==> src/rtl/lfsr_game_pkg.sv <==
// Shared definitions for the LFSR share arbiter slice.
// Contents:
//   LFSR_W        LFSR width (16)
//   LFSR_TAPS     Galois tap mask, bits {2,3,5} of x^16+x^5+x^3+x^2+1
//   DEFAULT_SEED  seed used whenever a zero seed is requested
//   arb_state_t   arbiter FSM states
//   player_t      player index (two players)
//   seed_fix()    maps a zero seed onto DEFAULT_SEED (zero would lock the LFSR)
package lfsr_game_pkg;

    localparam int          LFSR_W       = 16;
    localparam logic [15:0] LFSR_TAPS    = 16'h002C;
    localparam logic [15:0] DEFAULT_SEED = 16'hFFFF;

    typedef enum logic [1:0] {
        IDLE    = 2'd0,
        STEP    = 2'd1,
        DELIVER = 2'd2
    } arb_state_t;

    typedef logic player_t;

    function automatic logic [15:0] seed_fix(input logic [15:0] s);
        return (s == 16'h0000) ? DEFAULT_SEED : s;
    endfunction

endpackage

==> src/rtl/lfsr_share_arbiter_if.sv <==
// Request/acknowledge bundle between the per-player game FSMs and the
// shared random-symbol arbiter.
//   Req   [1:0]      per-player level request (master -> slave)
//   Ack   [1:0]      one-cycle acknowledge, one-hot or zero (slave -> master)
//   Sym   [SYM_W-1:0] delivered symbol, held until the next delivery
//   Busy             arbiter not idle
//   Owner            player currently granted or last served
// Modports: master = game side, slave = arbiter side.
interface lfsr_share_arbiter_if #(
    parameter int SYM_W = 2
);
    logic [1:0]       Req;
    logic [1:0]       Ack;
    logic [SYM_W-1:0] Sym;
    logic             Busy;
    logic             Owner;

    modport master (output Req, input Ack, Sym, Busy, Owner);
    modport slave  (input Req, output Ack, Sym, Busy, Owner);
endinterface

==> src/rtl/lfsr16_step.sv <==
// Enabled 16-bit Galois LFSR, polynomial x^16+x^5+x^3+x^2+1, feedback = q[15].
// Ports:
//   Clk       clock, rising edge
//   Rst       asynchronous active-high reset, loads SEED
//   step      advance one step this cycle
//   load      load load_val (zero maps to DEFAULT_SEED)
//   load_val  value to load
//   q         current state
// An all-zero state is a lockup; it reloads SEED on the next clock.
module lfsr16_step
    import lfsr_game_pkg::*;
#(
    parameter logic [15:0] SEED = DEFAULT_SEED
) (
    input  logic        Clk,
    input  logic        Rst,
    input  logic        step,
    input  logic        load,
    input  logic [15:0] load_val,
    output logic [15:0] q
);
    localparam logic [15:0] SEED_EFF = seed_fix(SEED);

    logic        fb;
    logic [15:0] q_next;

    // Shift up, feed bit15 into bit0 and XOR it into the tap positions.
    assign fb     = q[15];
    assign q_next = {q[14:0], fb} ^ ({16{fb}} & LFSR_TAPS);

    always_ff @(posedge Clk or posedge Rst) begin
        if (Rst) begin
            q <= SEED_EFF;
        end else if (load) begin
            q <= seed_fix(load_val);
        end else if (q == 16'h0000) begin
            q <= SEED_EFF;
        end else if (step) begin
            q <= q_next;
        end
    end
endmodule

==> src/rtl/lfsr_share_arbiter.sv <==
// Round-robin arbiter sharing one 16-bit Galois LFSR between two players.
// Each granted request advances the LFSR STEPS times, then delivers the low
// SYM_W bits with a one-cycle Ack to the owner.
// Ports:
//   bus       lfsr_share_arbiter_if.slave (Req, Ack, Sym, Busy, Owner)
//   Clk       clock, rising edge
//   Rst       asynchronous active-high reset
//   SeedLoad  (LFSR_SEED_LOAD_EN only) load SeedIn when idle
//   SeedIn    (LFSR_SEED_LOAD_EN only) 16-bit seed, zero maps to 16'hFFFF
// Optional feature macro: LFSR_SEED_LOAD_EN.
module lfsr_share_arbiter
    import lfsr_game_pkg::*;
#(
    parameter int          SYM_W = 2,
    parameter int          STEPS = 4,
    parameter logic [15:0] SEED  = 16'hFFFF
) (
    lfsr_share_arbiter_if.slave bus,
    input  logic                Clk,
    input  logic                Rst
`ifdef LFSR_SEED_LOAD_EN
    ,
    input  logic                SeedLoad,
    input  logic [15:0]         SeedIn
`endif
);
    arb_state_t  state;
    logic [3:0]  cnt;
    player_t     ptr;        // last-served player; the other one wins a tie
    player_t     winner;
    logic        step;
    logic        load;
    logic [15:0] load_val;
    logic [15:0] lfsr_q;

    assign step = (state == STEP);

`ifdef LFSR_SEED_LOAD_EN
    assign load     = (state == IDLE) && SeedLoad;
    assign load_val = SeedIn;
`else
    assign load     = 1'b0;
    assign load_val = 16'h0000;
`endif

    always_comb begin
        winner = player_t'(bus.Req[1]);
        if (bus.Req == 2'b11) begin
            winner = ~ptr;
        end
    end

    lfsr16_step #(
        .SEED (SEED)
    ) u_lfsr (
        .Clk      (Clk),
        .Rst      (Rst),
        .step     (step),
        .load     (load),
        .load_val (load_val),
        .q        (lfsr_q)
    );

    always_ff @(posedge Clk or posedge Rst) begin
        if (Rst) begin
            state     <= IDLE;
            cnt       <= 4'd0;
            ptr       <= 1'b1;
            bus.Ack   <= 2'b00;
            bus.Sym   <= '0;
            bus.Busy  <= 1'b0;
            bus.Owner <= 1'b0;
        end else begin
            bus.Ack <= 2'b00;
            case (state)
                IDLE: begin
                    // A seed load takes the whole idle cycle; requests wait.
                    if (load) begin
                        ptr <= 1'b1;
                    end else if (bus.Req != 2'b00) begin
                        bus.Owner <= winner;
                        cnt       <= 4'(STEPS);
                        state     <= STEP;
                        bus.Busy  <= 1'b1;
                    end
                end
                STEP: begin
                    cnt <= cnt - 4'd1;
                    // Only the last step cycle decides whether the owner still wants it.
                    if (cnt == 4'd1) begin
                        if (bus.Req[bus.Owner]) begin
                            state <= DELIVER;
                        end else begin
                            state    <= IDLE;
                            bus.Busy <= 1'b0;
                        end
                    end
                end
                DELIVER: begin
                    bus.Ack  <= bus.Owner ? 2'b10 : 2'b01;
                    bus.Sym  <= lfsr_q[SYM_W-1:0];
                    ptr      <= bus.Owner;
                    state    <= IDLE;
                    bus.Busy <= 1'b0;
                end
                default: begin
                    state    <= IDLE;
                    bus.Busy <= 1'b0;
                end
            endcase
        end
    end
endmodule

==> src/flat_wrapper.sv <==
// flat-port wrapper written by rule: the top's interface ports become plain ports
module lfsr_share_arbiter_flat import lfsr_game_pkg::*;
#(
    parameter int          SYM_W = 2,
    parameter int          STEPS = 4,
    parameter logic [15:0] SEED  = 16'hFFFF
)
  (Clk, Rst, bus_Req, bus_Ack, bus_Sym, bus_Busy, bus_Owner);
  lfsr_share_arbiter_if #(.SYM_W(SYM_W)) bus_i ();
  input  logic Clk;
  input  logic Rst;
  input wire logic [$bits(bus_i.Req)-1:0] bus_Req;
  output wire logic [$bits(bus_i.Ack)-1:0] bus_Ack;
  output wire logic [$bits(bus_i.Sym)-1:0] bus_Sym;
  output wire logic [$bits(bus_i.Busy)-1:0] bus_Busy;
  output wire logic [$bits(bus_i.Owner)-1:0] bus_Owner;
  assign bus_i.Req = bus_Req;
  assign bus_Ack = bus_i.Ack;
  assign bus_Sym = bus_i.Sym;
  assign bus_Busy = bus_i.Busy;
  assign bus_Owner = bus_i.Owner;
  lfsr_share_arbiter #(.SYM_W(SYM_W), .STEPS(STEPS), .SEED(SEED)) u_core (.bus(bus_i), .Clk(Clk), .Rst(Rst));
endmodule
==> config.mk <==
export PLATFORM = sky130hd
export DESIGN_NAME = lfsr_share_arbiter_flat
export DESIGN_NICKNAME = d
export VERILOG_FILES = /design/src/rtl/lfsr_game_pkg.sv /design/src/rtl/lfsr_share_arbiter_if.sv /design/src/rtl/lfsr16_step.sv /design/src/rtl/lfsr_share_arbiter.sv /design/src/flat_wrapper.sv
export SDC_FILE = /design/constraint.sdc
export NUM_CORES = 1
export LEC_CHECK = 0
export ABC_AREA = 1
export BUFFER_PORTS_ARGS = -buffer_cell sky130_fd_sc_hd__buf_2
export CORE_MARGIN = 5
export CORE_UTILIZATION = 58
export DETAILED_ROUTE_END_ITERATION = 7
export GPL_TIMING_DRIVEN = 1
export PLACE_DENSITY = 0.74
export RECOVER_POWER = 50
export SLEW_MARGIN = 20
export SYNTH_ARGS = -nofsm -noshare
export SYNTH_HDL_FRONTEND = slang
export SYNTH_SLANG_ARGS = --single-unit
==> constraint.sdc <==
create_clock -name Clk -period 1.6 [get_ports Clk]
set_clock_uncertainty 0.1 [all_clocks]
set_input_delay 0.32 -clock Clk [delete_from_list [all_inputs] [get_ports Clk]]
set_output_delay 0.32 -clock Clk [all_outputs]
set_load 0.03 [all_outputs]
# Word-level counts from Yosys, hierarchy flattened

Index checks and enable logic that the tools add are counted.

Register bits after elaboration: 29
Input port bits: 4
Output and inout bits: 6
Logic and storage cells: 45

$add $sub $neg: 1
Order comparisons: 1
Equal/unequal tests: 7
Mux-type cells: 17
Bitwise gates (word level): 2
Reduce and logical (&&, ||, !) cells: 9

Operators with widths:

| cell                                                                    | count |
|---|---|
| 16-bit two-way mux                                                      | 2 |
| 16-bit logical NOT                                                      | 1 |
| 16-bit by 6-bit XOR with 16-bit output                                  | 1 |
| 2-bit two-way mux                                                       | 5 |
| 4-bit one-hot mux with 2 select lines                                   | 1 |
| 1-bit two-way mux                                                       | 6 |
| 2-bit AND reduction                                                     | 3 |
| 2-bit nonzero test                                                      | 3 |
| 2-bit equality test, second input constant                              | 2 |
| 4-bit by 1-bit equality test with 1-bit output, second input constant   | 1 |
| 4-bit two-way mux                                                       | 1 |
| 2-bit inequality test, second input constant                            | 2 |
| 2-bit one-hot mux with 2 select lines                                   | 1 |
| 4-bit by 1-bit subtractor with 4-bit output, second input constant      | 1 |
| 3-bit AND reduction                                                     | 1 |
| 2-bit by 1-bit equality test with 1-bit output, second input constant   | 1 |
| 2-bit logical NOT                                                       | 1 |
| 1-bit by 2-bit < comparator with 1-bit output, second input constant    | 1 |
| 2-bit by 1-bit inequality test with 1-bit output, second input constant | 1 |
| 1-bit one-hot mux with 2 select lines                                   | 1 |
| 1-bit NOT                                                               | 1 |

# Longest topological paths before layout

Depth after elaboration: 5
Mapped depth: 7
Mapped depth without buffers: 7

# Hierarchy

From an unflattened synthesis, not the netlist that was laid out.

Cell total of the unflattened synthesis: 242
Area, all modules: 1722.9 um^2

By module, submodules not included:

| module             | instances | cells each | area an instance (um^2) | sequential area each (um^2) |
|---|---|---|---|---|
| lfsr16_step        | 1         | 178        | 1142.3                  | 420.4 |
| lfsr_share_arbiter | 1         | 64         | 580.6                   | 326.6 |

# Worst setup path before layout

OpenSTA, ideal clock, no wires.

Kind: register -> register
Start: reg u_core.u_lfsr.q[15]
End: reg u_core.u_lfsr.q[10]
Library setup time: 0.079 ns
Data arrival time: 0.980 ns
Required time: 1.421 ns
Path slack: 0.441 ns
Cell stages (with the launch flop): 7
Buffers on the path: 1
Clock period less this slack: 1.159 ns
Cell sequence: dfstp_2 nor2_2 nand3_1 nor2_1 nand2_2 buf_6 nand2_1

Word-level cells in the longest chain between the ends: 2
Elaborated cells between the ends (all ways): 3
Those cells by class: 1 x mux; 2 x reduce/logical

Ends and longest elaborated chain:

| element                                                  | line              | text |
|---|---|---|
| start: declaration                                       | lfsr16_step.sv:20 | `output logic [15:0] q` |
| start signal: assignment                                 | lfsr16_step.sv:35 | `q <= seed_fix(load_val);` |
| start signal: assignment                                 | lfsr16_step.sv:39 | `q <= q_next;` |
| 16-bit logical NOT (*)                                   | lfsr16_step.sv:36 | `end else if (q == 16'h0000) begin` |
| 16-bit two-way mux or 2-bit nonzero test (tied branches) | -                 |  |

Mark *: on every way between the ends. The rest lies on a longest branch, timed or not.
A chain may end at the register's enable or synchronous reset.

# Worst setup path after layout

Start: reg u_core.bus.Owner
End: out bus_Owner

RTL lines:

| element                  | line                        | text |
|---|---|---|
| start: declaration       | lfsr_share_arbiter_if.sv:19 | `modport slave (input Req, output Ack, Sym, Busy, Owner);` |
| start signal: assignment | lfsr_share_arbiter.sv:81    | `bus.Owner <= winner;` |
| end: declaration         | flat_wrapper.sv:16          | `output wire logic [$bits(bus_i.Owner)-1:0] bus_Owner;` |

No word-level cell between the ends.

==> impl_table.tex <==
\begin{tabular}{lr}
\hline
Metric & Value \\
\hline
\multicolumn{2}{l}{\textbf{Placed design}} \\
\quad HPWL after detailed placement & around 1.7 mm \\
\quad Cell Area, Placed & between 1000 and 1500 sq um \\
\quad Inst Count DP & about 200 \\
\quad Worst Setup Slack post-DPL & about 340 ps \\
\quad Port-buffer cells & 9 \\
\quad RD Place Congestion & approximately 0.86 \\
\multicolumn{2}{l}{\textbf{Route}} \\
\quad DRC violation total after the first TritonRoute iteration & 80 \\
\quad Post-route DRC & 0 \\
\quad Mean routed wirelength per cell & about 12 um \\
\quad Number of optimization iterations in the first detailed-route pass & 6 \\
\quad Total Wirelength & about 2.5 mm \\
\quad Remaining antenna violation count & 0 \\
\quad Number of vias in the routed layout & approximately 1.1k \\
\quad Drt via density & 5.20 \\
\multicolumn{2}{l}{\textbf{Cells and area}} \\
\quad Area of all placed cells without fillers & roughly 1500 sq um \\
\quad Layout overhead on the synthesized area & 10.1\% \\
\quad Fin cells & 210 \\
\quad N\_diodes & 0 \\
\quad Final design utilization & between 60\% and 70\% \\
\quad Count of nets after finishing & 187 \\
\quad Ratio of cells with drive above 1 in the final layout & between 20 and 25\% \\
\multicolumn{2}{l}{\textbf{Setup path}} \\
\quad Class of the most critical setup path & flip-flop to output port \\
\quad Destination of the worst register-to-register timing path & u\_core.cnt[2] \\
\quad R2R cell count & 5 \\
\quad Critical path's slowest cell & sky130\_fd\_sc\_hd\_\_dfrtp\_1 \\
\quad Largest fanout of any net on the critical path & 5 \\
\quad Kind of end point of the critical path & output port \\
\quad Cells along the critical path & buf\_2 \\
\quad Reg-to-reg setup timing slack & around 320 ps \\
\quad Data arrival at the endpoint of the critical path & around 960 ps \\
\quad Buffering stage count on the worst path with inverters included & 1 \\
\quad Launching point of the worst reg2reg path & u\_core.state[1] \\
\quad Critical Path RT & 1180 ps \\
\quad Cell family with the largest share of critical-path delay & flip-flops \\
\quad Critical Path Source Type & flip-flop \\
\quad Critical path's largest stage delay & 410 ps \\
\multicolumn{2}{l}{\textbf{Timing}} \\
\quad Max-slew headroom at the worst pin & 54.0\% \\
\quad Worst-margin pin slew & roughly 700 ps \\
\quad Final-report hold violation count & 0 \\
\quad Crit path setup slack, layout & $\sim$220 ps \\
\quad Setup violations, final & 0 \\
\quad Period minus WS final & roughly 1400 ps \\
\quad Number of pins with negative max-slew slack in the final report & 0 \\
\quad Final period utilization & 86.4\% \\
\quad Upper clock frequency limit & 723 MHz \\
\quad Worst Hold Slack & 165 ps \\
\quad Setup total negative slack & 0 ps \\
\quad Unrepaired setup endpoints after global routing & false \\
\multicolumn{2}{l}{\textbf{Floorplan}} \\
\quad Height of the die & between 50 and 60 um \\
\quad Number of top-level design ports & 10 \\
\quad Number of placement rows & 17 \\
\quad Starting density of the core & roughly three fifths \\
\quad Core Area & approximately 2200 sq um \\
\quad Horizontal extent of the die & roughly 59 um \\
\quad Die area & around 3400 sq um \\
\multicolumn{2}{l}{\textbf{Synth}} \\
\quad Dominant cells by area after synthesis & sky130\_fd\_sc\_hd\_\_dfstp\_2 32\%, sky130\_fd\_sc\_hd\_\_dfrtp\_1 22\%, sky130\_fd\_sc\_hd\_\_nand2\_1 14\%, sky130\_fd\_sc\_hd\_\_inv\_1 6.3\%, sky130\_fd\_sc\_hd\_\_o21ai\_0 4.4\% \\
\quad Largest area contributor in the synthesized netlist & sky130\_fd\_sc\_hd\_\_dfstp\_2 \\
\quad Mean area per synthesized cell & roughly 8.3 sq um \\
\quad Adder-Cell Fraction of Synth Area & under 10\% \\
\quad Portion of synthesized cell area occupied by the leading cell type & $\sim$32\% \\
\quad Share of the synthesized area in compound gates (AO/OA/AOI/OAI) & 8.72\% \\
\quad Combinational family with the most area after synthesis & simple AND/OR/NAND/NOR gates \\
\quad Mux contribution to synthesized area & 0\% \\
\quad Sequential element share of the synthesized area & around 54\% \\
\quad Post-synth net total & around 170 \\
\quad Seq cells post-synth & 29 \\
\quad Xor and xnor fraction of the mapped netlist area & less than 1\% \\
\quad Synthesis Warnings & 0 \\
\quad Fraction of the mapped netlist area in simple logic gates & 24.4\% \\
\quad Post-synthesis instance total & between 150 and 200 \\
\quad Number of distinct library cells after synthesis & 23 \\
\quad Total standard cell area after synthesis & roughly 1400 sq um \\
\multicolumn{2}{l}{\textbf{Clocking}} \\
\quad H-tree depth & 2 \\
\quad Number of CTS-inserted buffers & 5 \\
\quad Worst-Skew Late Latency & approximately 330 ps \\
\quad Buffer cell driving the clock tree root & sky130\_fd\_sc\_hd\_\_clkbuf\_4 \\
\quad Deepest clock path buffer count & 2 \\
\quad Post-CTS setup buffer count & 0 \\
\quad Clock tree from TritonCTS & yes \\
\quad CTS sink count & 29 \\
\quad Clock-pin slew of the registers on the worst-case setup and hold paths & $\sim$90 ps \\
\multicolumn{2}{l}{\textbf{Hold path}} \\
\quad Destination of the worst hold path & u\_core.bus.Owner \\
\quad Worst Hold Class & input pin to flip-flop \\
\quad Hold Path Origin & bus\_Req[1] \\
\quad Number of stages on the worst hold path & 3 \\
\multicolumn{2}{l}{\textbf{Run status}} \\
\quad Status & finished clean \\
\multicolumn{2}{l}{\textbf{Pwr}} \\
\quad Power Total & between 3 and 4 mW \\
\quad Leakage power summed over all cells & $\sim$0.8 nW \\
\quad Net switching power & approximately 1.4 mW \\
\quad Combinational Power Share & between 40\% and 50\% \\
\quad Power share of the clock group & 14.1\% \\
\quad Internal power & $\sim$1.9 mW \\
\quad Total power per unit cell area & approximately 2200 nW/um\^{}2 \\
\quad Net Sw Frac & $\sim$41\% \\
\quad Maximum VDD drop & around 1.4 mV \\
\quad Flop pwr share & between 40\% and 50\% \\
\multicolumn{2}{l}{\textbf{GRT}} \\
\quad Number of antenna violations at the first check in global routing & 0 \\
\quad Pin count of the biggest net entering global routing & 36 \\
\quad Overflow after GRT & 0 \\
\quad Vias in the first global route & $\sim$1.0k \\
\quad Total global-route track usage & 16.5\% \\
\quad First-pass GRT wire length & 4.28 mm \\
\multicolumn{2}{l}{\textbf{Run}} \\
\quad \# Max-Cap Violations & 0 \\
\hline
\end{tabular}
## final cells by class
type | instances | area (sq um)
flip-flops and latches | 29 | 747
clock buffers | 8 | 58.8
inverters | 28 | 105
multi-input cells | 105 | 490
repair buffers | 12 | 80.1
fillers | 174 | 717
well taps | 28 | 35.0
## cells in the final DEF, fill, tap and decap left out, types with 3 or more instances in the layout
cell type / netlist / layout
sky130_fd_sc_hd__o21ai_1: 8 / 8
sky130_fd_sc_hd__nand4_1: 3 / 3
sky130_fd_sc_hd__inv_1: 23 / 24
sky130_fd_sc_hd__nand2_1: 53 / 53
sky130_fd_sc_hd__o21ai_0: 12 / 12
sky130_fd_sc_hd__dfstp_2: 17 / 17
sky130_fd_sc_hd__nor2_1: 7 / 7
sky130_fd_sc_hd__dfrtp_1: 12 / 12
sky130_fd_sc_hd__nand3_1: 9 / 9
sky130_fd_sc_hd__inv_2: 5 / 4
sky130_fd_sc_hd__clkbuf_4: 0 / 5
sky130_fd_sc_hd__buf_2: 1 / 9
## worst max-delay path by stage
stage	start	slack, ps	cells past startpoint	end
global route	Rst	140	4	u_core.cnt[3]
floorplan	u_core.u_lfsr.q[15]	440	6	u_core.u_lfsr.q[10]
finish	u_core.bus.Owner	220	1	bus_Owner
global placement	u_core.u_lfsr.q[0]	330	5	u_core.u_lfsr.q[5]
CTS	u_core.bus.Owner	190	1	bus_Owner
detailed placement	u_core.u_lfsr.q[0]	340	5	u_core.u_lfsr.q[7]
## layer usage
layer  global-route usage (%)  vias to the layer above  share of wire (%)
met5                        0                        -                  0
met4                     8.74                        0                2.2
met3                     6.80                        7                6.0
met2                     26.2                       27                 46
met1                     18.9                      513                 46
li1                         -                      546                  -
## Yosys cell counts
library cell,number
sky130_fd_sc_hd__nand2_1,53
sky130_fd_sc_hd__inv_1,23
sky130_fd_sc_hd__dfstp_2,17
sky130_fd_sc_hd__dfrtp_1,12
sky130_fd_sc_hd__o21ai_0,12
sky130_fd_sc_hd__nand3_1,9
sky130_fd_sc_hd__o21ai_1,8
sky130_fd_sc_hd__nor2_1,7
sky130_fd_sc_hd__inv_2,5
sky130_fd_sc_hd__nand4_1,3
sky130_fd_sc_hd__buf_6,2
sky130_fd_sc_hd__ha_1,2
sky130_fd_sc_hd__nand2_2,2
sky130_fd_sc_hd__nor2_2,2
sky130_fd_sc_hd__a21oi_1,1
sky130_fd_sc_hd__buf_2,1
sky130_fd_sc_hd__buf_4,1
sky130_fd_sc_hd__nor2_4,1
sky130_fd_sc_hd__nor3_1,1
sky130_fd_sc_hd__o21ai_2,1
sky130_fd_sc_hd__o22ai_1,1
sky130_fd_sc_hd__or2_0,1
sky130_fd_sc_hd__xor2_1,1
## power groups by stage
stage	logic, mW	clock network, mW	registers (mW)
after floorplan	1.01	0	1.48
after global placement	1.34	0	1.40
after detailed placement	1.40	0	1.42
after CTS	1.41	0.476	1.40
after global routing	1.59	0.512	1.45
final	1.40	0.460	1.40
## kinds of logic after synthesis
kind of cell,after synthesis
compound gates,23
simple gates,79
fa+ha+maj,2
buf+inv,32
flops,29
xor+xnor,1
## registers in the layout, summed over array words and instances, names as in the netlist
signal / flops
u_core.bus.Owner: 1
u_core.state: 2
u_core.cnt: 4
u_core.bus.Sym: 2
u_core.u_lfsr.q: 16
u_core.bus.Busy: 1
u_core.bus.Ack: 2
u_core.ptr: 1
## timing repair
action | 4_1_cts | 5_1_grt
hold endpoints to repair | 12 | 0
hold buffers | 1 | 0
gates resized for setup | 0 | 0
Power figures use the tool's default switching activity.
